### src/rtl/cook_timer_datapath.sv
// Egg-timer datapath: BCD MM:SS cook-time setting, 1 s prescaler and a
// saturating BCD countdown copy that reports completion at 00:00.
module cook_timer_datapath #(
  parameter int unsigned TICK_DIV = 100000000
) (
  input  logic       clk,
  input  logic       reset,
  input  logic       prog_mode,
  input  logic       increment_seconds,
  input  logic       increment_minutes,
  input  logic       load_timer,
  input  logic       main_timer_enable,
  output logic [7:0] set_minutes,
  output logic [7:0] set_seconds,
  output logic [7:0] count_minutes,
  output logic [7:0] count_seconds,
  output logic       tick,
  output logic       timer_done
);

  localparam int unsigned PW = (TICK_DIV > 2) ? $clog2(TICK_DIV) : 1;
  localparam logic [PW-1:0] PRESC_MAX = PW'(TICK_DIV - 1);

  logic [PW-1:0] prescaler;
  logic          sec_q;
  logic          min_q;
  logic          sec_edge;
  logic          min_edge;

  // Increment one BCD pair; tens_max bounds the tens digit (5 for seconds, 9 for minutes).
  function automatic logic [7:0] bcd_inc(input logic [7:0] v, input logic [3:0] tens_max);
    logic [7:0] r;
    if (v[3:0] == 4'd9) begin
      if (v[7:4] == tens_max) r = '0;
      else                    r = {v[7:4] + 4'd1, 4'd0};
    end else begin
      r = {v[7:4], v[3:0] + 4'd1};
    end
    return r;
  endfunction

  // Decrement one BCD pair; only called with a non-zero value.
  function automatic logic [7:0] bcd_dec(input logic [7:0] v);
    logic [7:0] r;
    if (v[3:0] == 4'd0) r = {v[7:4] - 4'd1, 4'd9};
    else                r = {v[7:4], v[3:0] - 4'd1};
    return r;
  endfunction

  assign sec_edge   = increment_seconds & ~sec_q;
  assign min_edge   = increment_minutes & ~min_q;
  assign timer_done = (count_minutes == 8'h00) && (count_seconds == 8'h00);

  always_ff @(posedge clk) begin
    if (reset) begin
      sec_q       <= 1'b0;
      min_q       <= 1'b0;
      set_seconds <= '0;
      set_minutes <= '0;
    end else begin
      sec_q <= increment_seconds;
      min_q <= increment_minutes;
      if (prog_mode && sec_edge) set_seconds <= bcd_inc(set_seconds, 4'd5);
      if (prog_mode && min_edge) set_minutes <= bcd_inc(set_minutes, 4'd9);
    end
  end

  always_ff @(posedge clk) begin
    if (reset || load_timer) begin
      prescaler <= '0;
      tick      <= 1'b0;
    end else if (main_timer_enable) begin
      if (prescaler == PRESC_MAX) begin
        prescaler <= '0;
        tick      <= 1'b1;
      end else begin
        prescaler <= prescaler + PW'(1);
        tick      <= 1'b0;
      end
    end else begin
      tick <= 1'b0;
    end
  end

  always_ff @(posedge clk) begin
    if (reset) begin
      count_minutes <= '0;
      count_seconds <= '0;
    end else if (load_timer) begin
      count_minutes <= set_minutes;
      count_seconds <= set_seconds;
    end else if (tick && !timer_done) begin
      if (count_seconds == 8'h00) begin
        count_seconds <= 8'h59;
        count_minutes <= bcd_dec(count_minutes);
      end else begin
        count_seconds <= bcd_dec(count_seconds);
      end
    end
  end

endmodule

### config.mk
export PLATFORM = sky130hd
export DESIGN_NAME = cook_timer_datapath
export DESIGN_NICKNAME = d
export VERILOG_FILES = /design/src/rtl/cook_timer_datapath.sv
export SDC_FILE = /design/constraint.sdc
export NUM_CORES = 1
export LEC_CHECK = 0
export ABC_AREA = 1
export BUFFER_PORTS_ARGS = -buffer_cell sky130_fd_sc_hd__buf_2
export CAP_MARGIN = 40
export CORE_ASPECT_RATIO = 1.4
export CORE_MARGIN = 8
export CORE_UTILIZATION = 53
export DETAILED_ROUTE_END_ITERATION = 10
export GPL_TIMING_DRIVEN = 0
export HOLD_SLACK_MARGIN = 0.15
export PLACE_DENSITY = 0.73
export SLEW_MARGIN = 20
export SYNTH_ARGS = -nofsm -noshare
export SYNTH_HDL_FRONTEND = slang
export SYNTH_SLANG_ARGS = --single-unit
export TNS_END_PERCENT = 50
### constraint.sdc
create_clock -name clk -period 1.5 [get_ports clk]
set_input_delay 0.225 -clock clk [delete_from_list [all_inputs] [get_ports clk]]
set_output_delay 0.225 -clock clk [all_outputs]
set_load 0.02 [all_outputs]
# Yosys cells after proc, flatten, opt, wreduce, memory -nomap -nowiden
# Cells that the tools add are included.
# word_totals
in_bits	7
ff_bits	62
word_cells	65
# classes
eq_ne	5
bitwise_logic	5
mux	14
n_reduce_logical	20
add_sub_neg	9
# ops
cell	count
$mux W8	10
$add A27 B1 Y27 const B	1
$eq A27 B27 Y1 const B	1
$mux W27	1
$add A4 B1 Y4 const B	4
$logic_not A8 Y1	2
$sub A4 B1 Y4 const B	4
$eq A4 B4 Y1 const B	3
$logic_not A4 Y1	2
$mux W4	2
$reduce_and A2 Y1	4
$reduce_bool A2 Y1	3
$eq A4 B3 Y1 const B	1
$logic_and A1 B1 Y1	4
$not A1 Y1	3
$reduce_and A3 Y1	1
$reduce_bool A3 Y1	1
$and A1 B1 Y1	2
$reduce_or A2 Y1	1
$logic_not A1 Y1	1
$logic_or A1 B1 Y1	1
$mux W1	1

# Longest topological paths before layout
# Gate-level depths: netlist of the first run.
# logic_depth
word_depth	6
ltp_mapped	11
ltp_nobuf	11

# Worst setup path before layout of the first run
# Ideal clock, no wire load.
# synth_path
kind	register to register
from	register count_seconds[4]
to	register count_seconds[6]
t_arrival_ns	1.444
setup_time_ns	0.128
slack_ns	-0.071
path_stages_with_launch	12
synth_period_minus_slack_ns	1.571
path_cell_list	dfxtp_1 -> inv_1 -> ha_1 -> nand3_1 -> nor2_1 -> nand2_2 -> nand2_4 -> nand2_4 -> buf_6 -> nand3_2 -> nand2_1 -> nor2_1
# synth_via
elab_chain_len	6
word_cells_on_any_way	12
cone_classes	1 x add/sub; 4 x mux; 7 x reduce/logical
# synth_lines
element	line	rtl
start, declared	16	output logic [7:0] count_seconds,
start signal, assigned	91	count_seconds <= set_seconds;
start signal, assigned	97	count_seconds <= bcd_dec(count_seconds);
parallel branches: the longest is 6 deep, another holds $sub A4 B1 Y4	n/a	
# Parallel ways; which one is timed is not known. The select of a mux whose other input is x is not followed.
# A chain may end at the register's enable or synchronous reset.

# Worst setup path after layout of the first run
# layout_path
from	register prescaler[14]
to	register prescaler[26]
# layout_via
elab_chain_len	2
word_cells_on_any_way	3
cone_classes	1 x add/sub; 1 x eq/ne; 1 x mux
# layout_lines
element	line	rtl
start, declared	24	logic [PW-1:0] prescaler;
start signal, assigned	77	prescaler <= prescaler + PW'(1);
$add A27 B1 Y27 / $eq A27 B27 Y1 (equally long branches)	77, 73	
$mux W27 *	73	if (prescaler == PRESC_MAX) begin
# Every way passes the cells marked *; elsewhere a longest branch is shown, timed or not.

==> metrics.cfg, run 1 <==
[status]
outcome = finished with violations
violations = negative setup slack

[synth]
synthCells = 515
synth_edf_count = 0
synth.distinct_cells = 41
ys_seq_area_share_pct = 35.8
synth_top_family_by_area = simple AND/OR/NAND/NOR gates
syn_nets = 529
yosys-mux-area-fraction_pct = 0
mappedNetlistArea_um2 = 3470
synth-compound-area-share_pct = 10.4
syn_avg_cell_area_um2 = 6.74
synthFlopType = dfxtp_1
ys_seq_elements = 62
async_flop_share_pct = 0
synthAdderAreaFrac_pct = 2.52
ys.warnings.count = 0
synth_xor_area_share_pct = 2.78
synth-simple-area-share_pct = 39.5

[sta]
slew_viol_final = 0
tns_ns = -0.447
setup_ws_ns = -0.0567
max_freq_ghz = 0.642
rsz0062_at_grt = yes
worst_hold_slack_ns = 0.186
fin_crit_ns = 1.56
skew_ns = 0.00885
min_period_over_period_pct = 104
worst_pin_slew_ns = 0.562
slew_headroom_pct = 62.5
setup_viol = 10
final_hold_viol_count = 0

[drt]
drt_first_pass_iters = 5
first_iter_violations = 181
routed_wl_um = 9840
vias = 3680
drtAntennaViolNets = 0
via_per_inst = 5.47
drcViolationCount = 0
avgRoutedWirePerCell_um = 14.6

[floorplan]
dieArea_um2 = 9430
die_w_um = 84.4
floorplan.initialDensity_pct = 53.5
io-pin-count = 41
die_y_um = 112
num_rows = 35
core_region_area_um2 = 6480

[pwr]
p_int_mw = 2.99
p_total_mw = 4.16
p_switching_mw = 1.17
power.leakage_nw = 1.99
clkPwrFrac_pct = 39.0
power_density_nw_per_um2 = 913
comb_power_share_pct = 18.9
seqPwrFrac_pct = 42.1
sw_frac_of_total_pct = 28.2
peakVddDrop_mv = 0.618

[placement]
hpwl_um = 6540
finalWeightedCongestion = 0.920
io_buffers = 39
pre_cts_ws_ns = -0.142

[critical_path]
worstPathArrival_ns = 1.79
rr_worst_depth = 8
worst_setup_path_start_kind = flip-flop
worstPathRequired_ns = 1.73
crit_fanout = 4
endpoint_kind = flip-flop
worstSetupPathType = flip-flop to flip-flop

[global_routing]
use_met1_pct = 18.7
grt_pass1_vias = 3428
busiest_layer = met2
grtUsageTotal_pct = 19.5
use_met2_pct = 36.6
grt_overflow = 0
antenna_found_initial = 0
grt_pass1_wl_um = 15100
grt_max_degree = 13
met3_usage_pct = 5.67

[layout]
fillers = 524
multi_input_area_um2 = 2230
final_cell_mix = nor2_1, nand2_1, inv_1
seqCellArea_um2 = 1270
insertedDiodeCount = 0
nets = 608
area_growth_syn_to_layout_pct = 31.4
drive_gt1_share_pct = 33.7
fin_util_pct = 70.3
final_common_cell = nor2_1

[clock_tree]
clk_pin_slew_ns = 0.07
clkSinkCount = 62
cts_buffers = 9
clk_latency_ns = 0.34
cts_buffer_depth = 2
htreeDepth = 3
clockRootBuffer = clkbuf_8
cts_tree = built

[min_path]
holdPathStages = 4
hp-class = input port to flip-flop

[flow_run]
drv_cap = 0

==> worst max-delay path, cell delays in order (launching register included) <==
cell       delay, ns
dfxtp_1         0.41
nand2_2         0.11
nor2_2          0.14
nand4_1         0.19
nor2_4          0.23
a21oi_4         0.11
clkbuf_16       0.17
nand2_1         0.05
nor2_1          0.04
==> logic make-up after synthesis <==
kind of cell	after synthesis
and+or+nand+nor	293
AOI/OAI and AO/OA	65
xor gates and xnor gates	11
buffers and inverters	77
adders and majority gates	7
DFF	62
==> sequential cells by signal, summed over array words and instances, names as in the netlist <==
name	flops
count_seconds	8
set_seconds	8
min_q	1
tick	1
prescaler	27
set_minutes	8
count_minutes	8
sec_q	1
==> through the flow <==
stage / std cells / cell area [um^2]
final: 673 / 4560
after global routing: 673 / 4560
after CTS: 659 / 4220
after detailed placement: 628 / 3770
after global placement: 628 / 3770
after floorplan: 515 / 3480
==> metal layers <==
layer | wire, um | part of all wire [%]
met5 | 0 | 0
met4 | 279 | 2.8
met3 | 521 | 5.3
met2 | 5340 | 54
met1 | 3700 | 38
==> timing repair <==
item,4_1_cts,5_1_grt
hold buffers,2,0
cloned,1,2
gates resized for setup,36,58
setup endpoints to repair,39,42
pin swaps,15,16
endpoints found under the hold margin,2,0
setup buffers,13,12
==> final cells by class <==
type	instances	share of cell area, %
tap	74	2.03
timing repair buffer	67	9.80
buffer	9	1.26
inverter	67	5.52
multi-input combinational	378	48.8
clock buffer	12	3.18
clock inverter	4	1.54
sequential	62	27.8
==> final timing paths <==
kind | start | endpoint | slack (ns)
max | prescaler[14]$_SDFFE_PP0P_ | prescaler[26]$_SDFFE_PP0P_ | -0.06
min | main_timer_enable | prescaler[0]$_SDFFE_PP0P_ | 0.19
max reg2reg | prescaler[14]$_SDFFE_PP0P_ | prescaler[26]$_SDFFE_PP0P_ | -0.06
min reg2reg | count_minutes[1]$_SDFFE_PP0P_ | count_minutes[1]$_SDFFE_PP0P_ | 0.51
==> cells in the mapped netlist, types with 2 or more instances <==
library cell | n | area, um^2
a21oi_1 | 33 | 165
a31oi_1 | 2 | 12.5
buf_2 | 4 | 20.0
buf_6 | 2 | 22.5
clkbuf_1 | 3 | 11.3
dfxtp_1 | 62 | 1240
ha_1 | 7 | 87.6
inv_1 | 57 | 214
inv_2 | 10 | 37.5
nand2_1 | 102 | 383
nand2_2 | 4 | 25.0
nand2_4 | 5 | 56.3
nand3_1 | 38 | 190
nand3b_1 | 3 | 22.5
nand4_1 | 6 | 37.5
nor2_1 | 97 | 364
nor2_2 | 4 | 25.0
nor2_4 | 4 | 45.0
nor3_1 | 17 | 85.1
nor3_2 | 5 | 50.1
o21ai_0 | 12 | 60.1
o21ai_1 | 6 | 30.0
o22ai_1 | 5 | 31.3
xnor2_1 | 3 | 26.3
xor2_1 | 8 | 70.1
==> power groups by stage <==
stage | logic [mW] | clock network [mW] | registers, mW
3_3_place_gp | 0.553 | 0 | 1.78
6_report | 0.786 | 1.62 | 1.75
3_5_place_dp | 0.566 | 0 | 1.78
2_1_floorplan | 0.378 | 0 | 1.82
4_1_cts | 0.659 | 1.65 | 1.75
5_1_grt | 0.860 | 1.73 | 1.75
Note: power is estimated with default switching activity, not from simulation.
==> run 2: changes to the inputs <==
--- a/config.mk
+++ b/config.mk
@@ -10,7 +10,7 @@
 export CAP_MARGIN = 40
 export CORE_ASPECT_RATIO = 1.4
 export CORE_MARGIN = 8
-export CORE_UTILIZATION = 53
+export CORE_UTILIZATION = 55
 export DETAILED_ROUTE_END_ITERATION = 10
 export GPL_TIMING_DRIVEN = 0
 export HOLD_SLACK_MARGIN = 0.15
==> constraint.sdc (replaced) <==
create_clock -name clk -period 1.75 [get_ports clk]
set_input_delay 0.2625 -clock clk [delete_from_list [all_inputs] [get_ports clk]]
set_output_delay 0.2625 -clock clk [all_outputs]
set_load 0.02 [all_outputs]
==> run 2 against run 1 <==
Compared with the run above:
- the run now ends clean
- die area shrank 3.0%
- clock skew barely moved
- final cell count decreased by 3.9%
- combinational power fell by 35%
- wire length decreased by 13%
- utilization fell by 4.5 points
- via count shrank 7.6%
- first-iteration DRC count fell by 5.5%
- count of clock-buffer cells in the layout decreased by 2
- non-clock buffer count shrank 22
- power shrank 18%
- clock power is 13% lower
==> metrics.cfg, run 2 (synthesized netlist as in run 1, its figures left out) <==
[layout]
final_cell_mix = nand2_1, nor2_1, dfxtp_1
insertedDiodeCount = 0
nets = 584
fin_area_um2 = 4060
largest_register_ffs = 27
drive_gt1_share_pct = 20.7
final_common_cell = nand2_1
largest_register = prescaler
area_growth_syn_to_layout_pct = 17.0

[floorplan]
die_y_um = 110
floorplan.initialDensity_pct = 56.2
dieArea_um2 = 9140
core_region_area_um2 = 6170
die_w_um = 83.1
io-pin-count = 41
num_rows = 34

[drt]
vias = 3401
via_per_inst = 5.26
drtAntennaViolNets = 0
first_iter_violations = 171
routed_wl_um = 8530
drcViolationCount = 0
drt_first_pass_iters = 4
avgRoutedWirePerCell_um = 13.2

[sta]
max_freq_ghz = 0.595
final_hold_viol_count = 0
min_period_over_period_pct = 96.0
skew_ns = 0.00906
setup_viol = 0
rsz0062_at_grt = yes
setup_ws_ns = 0.0702
tns_ns = 0
slew_headroom_pct = 64.1
slew_viol_final = 0
fin_crit_ns = 1.68
worst_pin_slew_ns = 0.539

[min_path]
holdPathEnd = prescaler[0]$_SDFFE_PP0P_
hp-class = input port to flip-flop
hold_path_startpoint = main_timer_enable
holdPathStages = 4

[clock_tree]
clk_latency_ns = 0.34
cts_tree = built
cts_buffer_depth = 2
clk_pin_slew_ns = 0.07
clkSinkCount = 62
cts_buffers = 9
clockRootBuffer = clkbuf_8
htreeDepth = 3

[pwr]
p_total_mw = 3.42
peakVddDrop_mv = 0.622
power.leakage_nw = 1.79
power_density_nw_per_um2 = 842

[placement]
placed_cell_area_um2 = 3750
io_buffers = 39
hpwl_um = 6480
pre_cts_ws_ns = 0.0219
finalWeightedCongestion = 0.910

[status]
outcome = completed

[critical_path]
endpoint_kind = output port
worst_setup_path_start_kind = flip-flop
crit_fanout = 4
r2r_setup_slack_ns = 0.12
rr_worst_depth = 8
worstPathArrival_ns = 1.42
worstSetupPathType = flip-flop to output port
regToRegEndpoint = prescaler[25]$_SDFFE_PP0P_
worstPathRequired_ns = 1.49
timing.rr.start = prescaler[0]$_SDFFE_PP0P_

[global_routing]
grtUsageTotal_pct = 19.2
antenna_found_initial = 0
grt_overflow = 0
grt_pass1_wl_um = 14700
grt_max_degree = 12
grt_pass1_vias = 3346

[flow_run]
drv_cap = 0

-- run 2: changes by cell type in the layout (fill, tap and decap cells not counted), sizes merged --
cell | before | now
buf | 71 | 49
clkbuf | 15 | 13
clkinvlp | 0 | 2
nand2 | 112 | 111
o21ai | 20 | 19
-- run 2: worst max-delay path by stage --
stage	from	to	slack, ns	cells after the start
after CTS	count_seconds[1]$_SDFFE_PP0P_	timer_done	0.02	7
after floorplan	count_seconds[4]$_SDFFE_PP0P_	count_seconds[6]$_SDFFE_PP0P_	0.18	11
after detailed placement	count_seconds[0]$_SDFFE_PP0P_	count_minutes[4]$_SDFFE_PP0P_	0.02	9
final	count_minutes[4]$_SDFFE_PP0P_	timer_done	0.07	7
after global routing	prescaler[0]$_SDFFE_PP0P_	prescaler[15]$_SDFFE_PP0P_	-0.02	8
after global placement	count_seconds[0]$_SDFFE_PP0P_	count_minutes[4]$_SDFFE_PP0P_	0.06	9
-- run 2: through the flow --
stage                     instances  utilization (%)  hold slack, ns
final                           647             65.8           0.235
after global routing            647             65.8           0.265
after CTS                       644             65.0           0.214
after detailed placement        626             60.9           0.492
after global placement          626             60.9           0.481
after floorplan                 515                -           0.369
-- run 2: critical path: stages (launching register included) --
cell and delay (ns):
dfxtp_2 0.37, inv_2 0.06, ha_1 0.19, nand2_1 0.12
nor2_4 0.06, nand2_2 0.09, inv_1 0.05, buf_4 0.15
-- run 2: timing repair --
item | CTS | global route
endpoints found under the setup margin | 1 | 24
resized for setup | 6 | 12
setup buffers | 0 | 3
hold endpoints to repair | 2 | 0
pin swaps | 1 | 1
hold buffers | 2 | 0
-- run 2: metal layers --
layer  track usage (%)  vias to the layer above  share of wire [%]
met2              36.3                       70                 53
met5                 0                        -                  0
li1                  -                     1760                  -
met4              10.1                        0                1.9
met1              19.4                     1556                 41
met3              4.41                       15                4.1
-- run 2: final cells by class --
class	instances	area (um^2)
Buffer	10	62.6
Clock buffer	10	138
Clock inverter	6	85.1
Fill cell	584	2110
Inverter	67	251
Multi-Input combinational cell	376	1950
Sequential cell	62	1240
Tap cell	72	90.1
Timing Repair Buffer	44	240
-- run 2: power by group --
group	switching, mW	leakage [nW]	internal, mW	total, mW
clock	0.578	0.108	0.835	1.41
sequential	0.0435	0.504	1.45	1.49
combinational	0.325	1.18	0.187	0.512
total	0.946	1.79	2.47	3.42
==> run 3: changes to the inputs <==
--- a/config.mk
+++ b/config.mk
@@ -9,7 +9,6 @@
 export BUFFER_PORTS_ARGS = -buffer_cell sky130_fd_sc_hd__buf_2
 export CAP_MARGIN = 40
 export CORE_ASPECT_RATIO = 1.4
-export CORE_MARGIN = 8
 export CORE_UTILIZATION = 55
 export DETAILED_ROUTE_END_ITERATION = 10
 export GPL_TIMING_DRIVEN = 0
==> run 3 against run 2 <==
Compared with the run above:
- count of clock-buffer cells in the layout unchanged
- worst setup slack worse by 0.010 ns
- power down 4.2%
- final cell count down 0.31%
- die area down 27%
- global-route usage up 6.5 points
- non-clock buffer count down 1
- flip-flop and latch count unchanged
- utilization up 1.6 points
- first-iteration DRC count down 20%
- combinational power about the same
==> metrics.cfg, run 3 (synthesized netlist as in run 1, its figures left out) <==
[status]
outcome = completed

[drt]
avgRoutedWirePerCell_um = 12.9
routed_wl_um = 8340
via_per_inst = 5.32
drtAntennaViolNets = 0
first_iter_violations = 137
drcViolationCount = 0
drt_first_pass_iters = 6
vias = 3433

[global_routing]
grt_max_degree = 12
grt_overflow = 0
antenna_found_initial = 0
grt_pass1_vias = 3125
grtUsageTotal_pct = 25.7
grt_pass1_wl_um = 13300

[pwr]
peakVddDrop_mv = 0.520
p_total_mw = 3.28
power_density_nw_per_um2 = 812
power.leakage_nw = 1.78

[critical_path]
endpoint_kind = output port
worst_setup_path_start_kind = flip-flop
worstPathRequired_ns = 1.49
crit_fanout = 3
worstPathArrival_ns = 1.43
worstSetupPathType = flip-flop to output port

[sta]
slew_viol_final = 0
min_period_over_period_pct = 96.6
worst_pin_slew_ns = 0.566
tns_ns = 0
max_freq_ghz = 0.592
fin_crit_ns = 1.69
setup_ws_ns = 0.0600
slew_headroom_pct = 62.2
rsz0062_at_grt = yes
worst_hold_slack_ns = 0.216
final_hold_viol_count = 0
skew_ns = 0.00707
setup_viol = 0

[floorplan]
core_region_area_um2 = 5990
die_y_um = 96.0
floorplan.initialDensity_pct = 58.0
die_w_um = 69.1
dieArea_um2 = 6630
num_rows = 33
io-pin-count = 41

[placement]
finalWeightedCongestion = 0.975
io_buffers = 39
pre_cts_ws_ns = 0.0550
placed_cells = 624
placed_cell_area_um2 = 3750
hpwl_um = 6250

[min_path]
hp-class = input port to flip-flop

[layout]
largest_register = prescaler
insertedDiodeCount = 0
largest_register_ffs = 27
drive_gt1_share_pct = 20.3
nets = 584
fin_util_pct = 67.4
area_growth_syn_to_layout_pct = 16.3
fillers = 564
final_cell_mix = nand2_1, nor2_1, dfxtp_1
fin_area_um2 = 4030
instances_no_fill = 645
final_common_cell = nand2_1

[flow_run]
drv_cap = 0

[clock_tree]
cts_buffers = 9
cts_buffer_depth = 2
cts_tree = built
clk_pin_slew_ns = 0.07
clk_latency_ns = 0.35
htreeDepth = 3
clkSinkCount = 62
clockRootBuffer = clkbuf_8

-- run 3: area by class of cell --
| cell class | count | area (um^2) | area share (%) |
|---|---|---|---|
| buffer | 10 | 61.3 | 1.52 |
| clock buffer | 10 | 138 | 3.41 |
| multi-input combinational | 377 | 1960 | 48.5 |
| inverter | 67 | 251 | 6.23 |
| tap | 70 | 87.6 | 2.17 |
| sequential | 62 | 1240 | 30.8 |
| timing repair buffer | 43 | 233 | 5.77 |
| clock inverter | 6 | 61.3 | 1.52 |
-- run 3: path summary, 6_finish.rpt --
kind	slack, ns	depth (start not counted)	endpoint	startpoint
worst min register to register	0.50	2	prescaler[0]$_SDFFE_PP0P_	prescaler[0]$_SDFFE_PP0P_
worst max register to register	0.15	8	prescaler[20]$_SDFFE_PP0P_	prescaler[0]$_SDFFE_PP0P_
worst max-delay path	0.06	7	timer_done	count_seconds[4]$_SDFFE_PP0P_
worst min-delay path	0.22	4	prescaler[0]$_SDFFE_PP0P_	main_timer_enable
-- run 3: worst max-delay path: stages, from the launching register on --
cell,delay (ns)
dfxtp_1,0.37
inv_2,0.06
ha_1,0.19
nand3_1,0.14
nor2_2,0.06
nand2_2,0.08
inv_1,0.04
buf_4,0.15
-- run 3: repair_timing --
action,CTS,global route
hold buffers,2,0
pin swaps,1,2
buffers inserted,0,2
gates cloned,0,1
endpoints found under the hold margin,2,0
gates resized for setup,5,11
setup endpoints to repair,1,23
-- run 3: routing by layer --
metal / global-route usage (%) / vias up / share of wire, %
li1: - / 1771 / -
met3: 4.40 / 17 / 3.6
met2: 50.1 / 81 / 54
met5: 0 / - / 0
met4: 14.1 / 0 / 2.6
met1: 25.9 / 1564 / 40
-- run 3: report_power, final --
part	switching, mW	leakage [nW]	internal (mW)
Combinational	0.327	1.17	0.182
Clock	0.584	0.102	0.690
Sequential	0.0441	0.504	1.45
Total	0.955	1.78	2.32
